===== src/rtl/pipe_ctrl_pkg.sv =====
// Shared types and constants for the pipeline hazard/forwarding controller.
package pipe_ctrl_pkg;

    localparam int unsigned RA_W_DEF     = 5;
    localparam int unsigned FSEL_REGFILE = 0;

    // One post-decode stage as seen by the hazard logic
    typedef struct packed {
        logic                valid;
        logic [RA_W_DEF-1:0] rd;
        logic                reg_write;
        logic                is_load;
    } stage_rec_t;

    localparam stage_rec_t NOP_REC = '{valid: 1'b0, rd: '0, reg_write: 1'b0, is_load: 1'b0};

endpackage


===== src/rtl/mc_countdown.sv =====
// Multicycle-EX occupancy counter: loads MC_LAT-1 on entry, counts down, flags busy.
module mc_countdown #(
    parameter int unsigned MC_LAT = 4,
    parameter int unsigned CNT_W  = 4
) (
    input  logic clk_i,
    input  logic reset_i,
    input  logic load_i,
    output logic busy_o
);

    logic [CNT_W-1:0] cnt_q, cnt_d;
    logic             busy_q;

    always_comb begin
        cnt_d = cnt_q;
        if (load_i) begin
            cnt_d = CNT_W'(MC_LAT - 1);
        end else if (cnt_q != '0) begin
            cnt_d = cnt_q - CNT_W'(1);
        end
    end

    // busy is kept as its own flop so the hold decision needs no compare on cnt_q
    always_ff @(posedge clk_i or negedge reset_i) begin
        if (!reset_i) begin
            cnt_q  <= '0;
            busy_q <= 1'b0;
        end else begin
            cnt_q  <= cnt_d;
            busy_q <= (cnt_d != '0);
        end
    end

    assign busy_o = busy_q;

endmodule


===== src/rtl/pipeline_hazard_ctrl.sv =====
// Hazard/forwarding controller: load-use stall, branch flush, multicycle hold, EX operand selects.
// Optional saturating perf counters under HAZARD_PERF_EN; reset_i is active-low.
module pipeline_hazard_ctrl
    import pipe_ctrl_pkg::*;
#(
    parameter int unsigned PIPE_DEPTH = 3,
    parameter int unsigned RA_W       = RA_W_DEF,
    parameter int unsigned MC_LAT     = 4,
    parameter int unsigned FSEL_W     = $clog2(PIPE_DEPTH)
) (
    input  logic              clk_i,
    input  logic              reset_i,
    input  logic              id_valid_i,
    input  logic [RA_W-1:0]   id_rs1_i,
    input  logic [RA_W-1:0]   id_rs2_i,
    input  logic              id_rs1_used_i,
    input  logic              id_rs2_used_i,
    input  logic [RA_W-1:0]   id_rd_i,
    input  logic              id_reg_write_i,
    input  logic              id_is_load_i,
    input  logic              id_is_mc_i,
    input  logic              ex_branch_taken_i,
    output logic              stall_if_o,
    output logic              stall_id_o,
    output logic              flush_id_o,
    output logic              bubble_ex_o,
    output logic              ex_hold_o,
    output logic [FSEL_W-1:0] fwd_a_sel_o,
    output logic [FSEL_W-1:0] fwd_b_sel_o,
    output logic [31:0]       perf_stall_cnt_o,
    output logic [31:0]       perf_flush_cnt_o
);

    localparam int unsigned MC_CNT_W = 4;

    stage_rec_t        rec_q [PIPE_DEPTH];
    stage_rec_t        rec_d [PIPE_DEPTH];
    logic [RA_W-1:0]   ex_rs1_q, ex_rs1_d;
    logic [RA_W-1:0]   ex_rs2_q, ex_rs2_d;
    logic              busy;
    logic              mc_load;
    logic              load_use;

    mc_countdown #(
        .MC_LAT (MC_LAT),
        .CNT_W  (MC_CNT_W)
    ) u_mc (
        .clk_i   (clk_i),
        .reset_i (reset_i),
        .load_i  (mc_load),
        .busy_o  (busy)
    );

    function automatic logic fwd_hit(input stage_rec_t r, input int k, input logic [RA_W-1:0] tag);
        // A load's data only exists from WB onward, so it cannot forward from MEM
        return r.valid && r.reg_write && (r.rd != '0) && (RA_W'(r.rd) == tag)
               && (!r.is_load || k >= 2);
    endfunction

    always_comb begin
        load_use = 1'b0;
        if (rec_q[0].valid && rec_q[0].is_load && (rec_q[0].rd != '0)) begin
            load_use = (id_rs1_used_i && (id_rs1_i == RA_W'(rec_q[0].rd)))
                    || (id_rs2_used_i && (id_rs2_i == RA_W'(rec_q[0].rd)));
        end
    end

    // Priority: multicycle hold > taken branch > load-use; all forced low while in reset
    always_comb begin
        stall_if_o  = 1'b0;
        stall_id_o  = 1'b0;
        flush_id_o  = 1'b0;
        bubble_ex_o = 1'b0;
        ex_hold_o   = 1'b0;
        if (reset_i) begin
            if (busy) begin
                stall_if_o = 1'b1;
                stall_id_o = 1'b1;
                ex_hold_o  = 1'b1;
            end else if (ex_branch_taken_i) begin
                flush_id_o  = 1'b1;
                bubble_ex_o = 1'b1;
            end else if (load_use) begin
                stall_if_o  = 1'b1;
                stall_id_o  = 1'b1;
                bubble_ex_o = 1'b1;
            end
        end
    end

    always_comb begin
        rec_d    = rec_q;
        ex_rs1_d = ex_rs1_q;
        ex_rs2_d = ex_rs2_q;
        mc_load  = 1'b0;
        for (int k = 2; k < int'(PIPE_DEPTH); k++) begin
            rec_d[k] = rec_q[k-1];
        end
        if (busy) begin
            rec_d[1] = NOP_REC;
        end else begin
            rec_d[1]           = rec_q[0];
            rec_d[0].valid     = id_valid_i && !bubble_ex_o;
            rec_d[0].rd        = RA_W_DEF'(id_rd_i);
            rec_d[0].reg_write = id_reg_write_i;
            rec_d[0].is_load   = id_is_load_i;
            ex_rs1_d           = id_rs1_used_i ? id_rs1_i : '0;
            ex_rs2_d           = id_rs2_used_i ? id_rs2_i : '0;
            mc_load            = id_valid_i && id_is_mc_i && !bubble_ex_o;
        end
    end

    // Walk oldest to youngest so the youngest matching stage wins
    always_comb begin
        fwd_a_sel_o = FSEL_W'(FSEL_REGFILE);
        fwd_b_sel_o = FSEL_W'(FSEL_REGFILE);
        for (int k = int'(PIPE_DEPTH) - 1; k >= 1; k--) begin
            if (fwd_hit(rec_q[k], k, ex_rs1_q)) fwd_a_sel_o = FSEL_W'(k);
            if (fwd_hit(rec_q[k], k, ex_rs2_q)) fwd_b_sel_o = FSEL_W'(k);
        end
    end

    always_ff @(posedge clk_i or negedge reset_i) begin
        if (!reset_i) begin
            for (int k = 0; k < int'(PIPE_DEPTH); k++) begin
                rec_q[k] <= NOP_REC;
            end
            ex_rs1_q <= '0;
            ex_rs2_q <= '0;
        end else begin
            rec_q    <= rec_d;
            ex_rs1_q <= ex_rs1_d;
            ex_rs2_q <= ex_rs2_d;
        end
    end

`ifdef HAZARD_PERF_EN
    logic [31:0] stall_cnt_q, flush_cnt_q;

    always_ff @(posedge clk_i or negedge reset_i) begin
        if (!reset_i) begin
            stall_cnt_q <= '0;
            flush_cnt_q <= '0;
        end else begin
            if (stall_id_o && (stall_cnt_q != '1)) stall_cnt_q <= stall_cnt_q + 32'd1;
            if (flush_id_o && (flush_cnt_q != '1)) flush_cnt_q <= flush_cnt_q + 32'd1;
        end
    end

    assign perf_stall_cnt_o = stall_cnt_q;
    assign perf_flush_cnt_o = flush_cnt_q;
`else
    assign perf_stall_cnt_o = '0;
    assign perf_flush_cnt_o = '0;
`endif

endmodule


===== config.mk =====
export PLATFORM = sky130hd
export DESIGN_NAME = pipeline_hazard_ctrl
export DESIGN_NICKNAME = d
export VERILOG_FILES = /design/src/rtl/pipe_ctrl_pkg.sv /design/src/rtl/mc_countdown.sv /design/src/rtl/pipeline_hazard_ctrl.sv
export SDC_FILE = /design/constraint.sdc
export NUM_CORES = 1
export LEC_CHECK = 0
export ABC_AREA = 1
export BUFFER_PORTS_ARGS = -buffer_cell sky130_fd_sc_hd__clkbuf_2
export CORE_ASPECT_RATIO = 2
export CORE_MARGIN = 5
export CORE_UTILIZATION = 49
export DETAILED_ROUTE_END_ITERATION = 16
export PLACE_DENSITY = 0.8
export SLEW_MARGIN = 10
export SYNTH_ARGS = -nofsm -noshare
export SYNTH_HDL_FRONTEND = slang
export SYNTH_SLANG_ARGS = --single-unit

===== constraint.sdc =====
create_clock -name clk_i -period 1.9 [get_ports clk_i]
set_input_delay 0.19 -clock clk_i [delete_from_list [all_inputs] [get_ports clk_i]]
set_output_delay 0.19 -clock clk_i [all_outputs]
set_load 0.1 [all_outputs]

==> out/summary.txt <==
Buf+Inv Stages, Crit Path: 3
synth cell count leaders: buf_4, nand2_1, dfrtp_1, inv_1, nor2_1
FILL cells: 439
final wirelength: 5030 um
cell taking the most area after synthesis: dfrtp_1
vias in the first global route: 1,790
Worst R2R Start: u_mc.cnt_q[0]
CTS H-tree lvls: 2
Yosys cell types: 28
critical path cell sequence: buf_4 -> nor2_1 -> nand4_1 -> nand3_2 -> clkinv_4 -> nand3_4 -> nand2_8 -> buf_12
max_cap viols: 0
Yosys reg bits: 38
Die X: 60.1 um
CP Max Fanout: 3
Setup CP Type: reg -> out
Port-buffer cells: 32
Mapped Area: 0.00246 mm2
max incr delay on CP: 0.42 ns
CP delay by family, top: simple AND/OR/NAND/NOR gates
final std cells w/o fill: 407
Sink Count: 38
top-count cell post-synth: buf_4
Critical Path Sink Type: output pin
Clock transition at path regs: 0.07 ns
layout cell share with drive strength beyond 1: 21.4%
PwrDens: 1370 mW/mm2
Global Route Usage Sum: 15.8%
Synth async-reset ratio: 100%
average wire per standard cell: 12.4 um
final worst path period share: 98.0%
diode count: 0
clk_lat worst skew: 0.29 ns
# nets final: 374
DR iter-0 viols: 53
post-synthesis cell count: 310
die area: 0.00662 mm2
Starting Density: 50.6%
FF-to-FF End: u_mc.busy_o
Post-Syn Area per Cell: 7.94 um2
router iterations before antenna repair: 6
Post-Route Skew: 0.00279 ns
CTS buffer count: 5
Setup violations, final: 0
initial antenna violation count: 0
YS warnings: 0
fmax: 0.537 GHz
GP Congestion: 0.816
VDD IR max: 0.000888 V
sequential share of the synthesized area: 38.7%
RSZ-0062 raised after global routing: true
worst path arrival time: 1.67 ns
Core ar.: 0.00486 mm2
post-layout util: 57.8%
Die Y: 110 um
Synth area leaders: dfrtp_1, buf_4, nand2_1
Worst EP required: 1.71 ns
setup TNS: 0 ns
total grt overflow: 0
slowest stage cell, crit path: dfrtp_1
R2R depth: 8
largest net degree at the start of global routing: 39
first-pass GRT wire length: 7910 um
Yosys top cell area share: 38.7%
r2r setup slk: 0.36 ns
Antenna Nets Post-Route: 0
Area Overhead vs Synth: 14.3%
class of the most critical hold timing path: in -> async
min Tclk post-route: 1.86 ns
max-slew violation count: 0
status: finished clean
CTS tree: yes
fin area: 0.00281 mm2
# rows: 36
final hold violations: 0
via count: 1,858
placed cell area: 0.00264 mm2
maximum clock insertion buffer count: 2
Final HPWL DP: 4030 um
placed insts: 395
Pleak: 1.49 nW
Worst setup SP type: flip-flop
Post-synth EDFFs: 0
most used flip-flop cell after synthesis: dfrtp_1
io pins: 97
CTS Root Cell: clkbuf_8
number of remaining DRC errors: 0
Hold Slack: 0.0168 ns
DR vias/cell: 4.57
## stage by stage
stage / setup slack [ns] / total power [mW]
after floorplan: -0.508 / 2.88
after global placement: 0.321 / 3.05
after detailed placement: 0.304 / 3.10
after CTS: 0.00201 / 3.77
after global routing: -0.0642 / 4.11
final: 0.0378 / 3.84
## cells by family (layout without fill, tap and decap cells)
family | count (synthesis) | count (layout) | synth area share [%]
AOI/OAI and AO/OA | 24 | 24 | 5.39
xor gates and xnor gates | 15 | 15 | 5.34
adders and majority gates | 1 | 1 | 0.509
buffers and inverters | 112 | 89 | 27.6
DFF | 38 | 38 | 38.7
other | 1 | 64 | 0.152
and+or+nand+nor | 119 | 119 | 22.3
## layout by cell type (no fill, tap or decap), drive strengths merged
cell and instances:
a21oi 2, buf 16, bufinv 1, clkbuf 30, clkinv 1, conb 64
dfrtp 38, ha 1, inv 41, nand2 60, nand3 20, nand4 5
nor2 28, nor3 4, nor4 2, o2111ai 2, o211ai 2, o21ai 18
xnor2 8, xor2 7
## area by class of cell
| cell class | instances | area (um2) | share of cell area, % |
|---|---|---|---|
| multi-input combinational | 223 | 1170 | 41.7 |
| inverter | 42 | 163 | 5.79 |
| clock buffer | 7 | 76.3 | 2.71 |
| clock inverter | 1 | 30.0 | 1.07 |
| tap | 57 | 71.3 | 2.54 |
| timing repair buffer | 39 | 348 | 12.4 |
| sequential | 38 | 952 | 33.9 |
## report_power, final
| part | total, mW | switching (mW) | internal, mW |
|---|---|---|---|
| clock network | 0.669 | 0.276 | 0.393 |
| registers | 1.33 | 0.252 | 1.08 |
| logic | 1.84 | 1.34 | 0.499 |
## per-layer routing
| layer | part of all wire (%) | GRT usage, % | vias up |
|---|---|---|---|
| met5 | 0 | 0 | - |
| met4 | 3.6 | 8.24 | 0 |
| met3 | 8.3 | 2.80 | 14 |
| met2 | 57 | 30.0 | 95 |
| met1 | 31 | 15.4 | 843 |
| li1 | - | - | 906 |
## flip-flops by register name, indices dropped and copies added (netlist names)
signal	cells
ex_rs1_q	5
ex_rs2_q	5
rec_d	8
rec_q	15
u_mc.busy_o	1
u_mc.cnt_q	4
## worst max-delay path by stage
stage                     end       from  depth (start not counted)  slack, ns
6_report          bubble_ex_o  rec_q[19]                          8       0.04
5_1_grt            stall_id_o  rec_q[18]                          9      -0.06
4_1_cts        fwd_b_sel_o[1]   rec_d[6]                          5      0.002
3_5_place_dp   fwd_a_sel_o[1]   rec_d[6]                          5       0.30
3_3_place_gp   fwd_a_sel_o[1]   rec_d[6]                          5       0.32
2_1_floorplan  fwd_a_sel_o[1]   rec_d[4]                          4      -0.51
## worst register-to-register path, stage by stage (launching register included)
cell and delay [ns]:
dfrtp_1 0.40, inv_1 0.08, ha_1 0.17, inv_1 0.04, nor2_1 0.16, nand2_1 0.13
xor2_1 0.17, nor3_1 0.18, nand3_1 0.09
## timing repair
item                                    in CTS  in global routing
setup buffers                                1                  3
hold buffers                                 0                  0
resized for setup                            1                  8
endpoints found under the setup margin       1                  6
pin swaps                                    1                  4
Note: power is estimated with default switching activity, not from simulation.
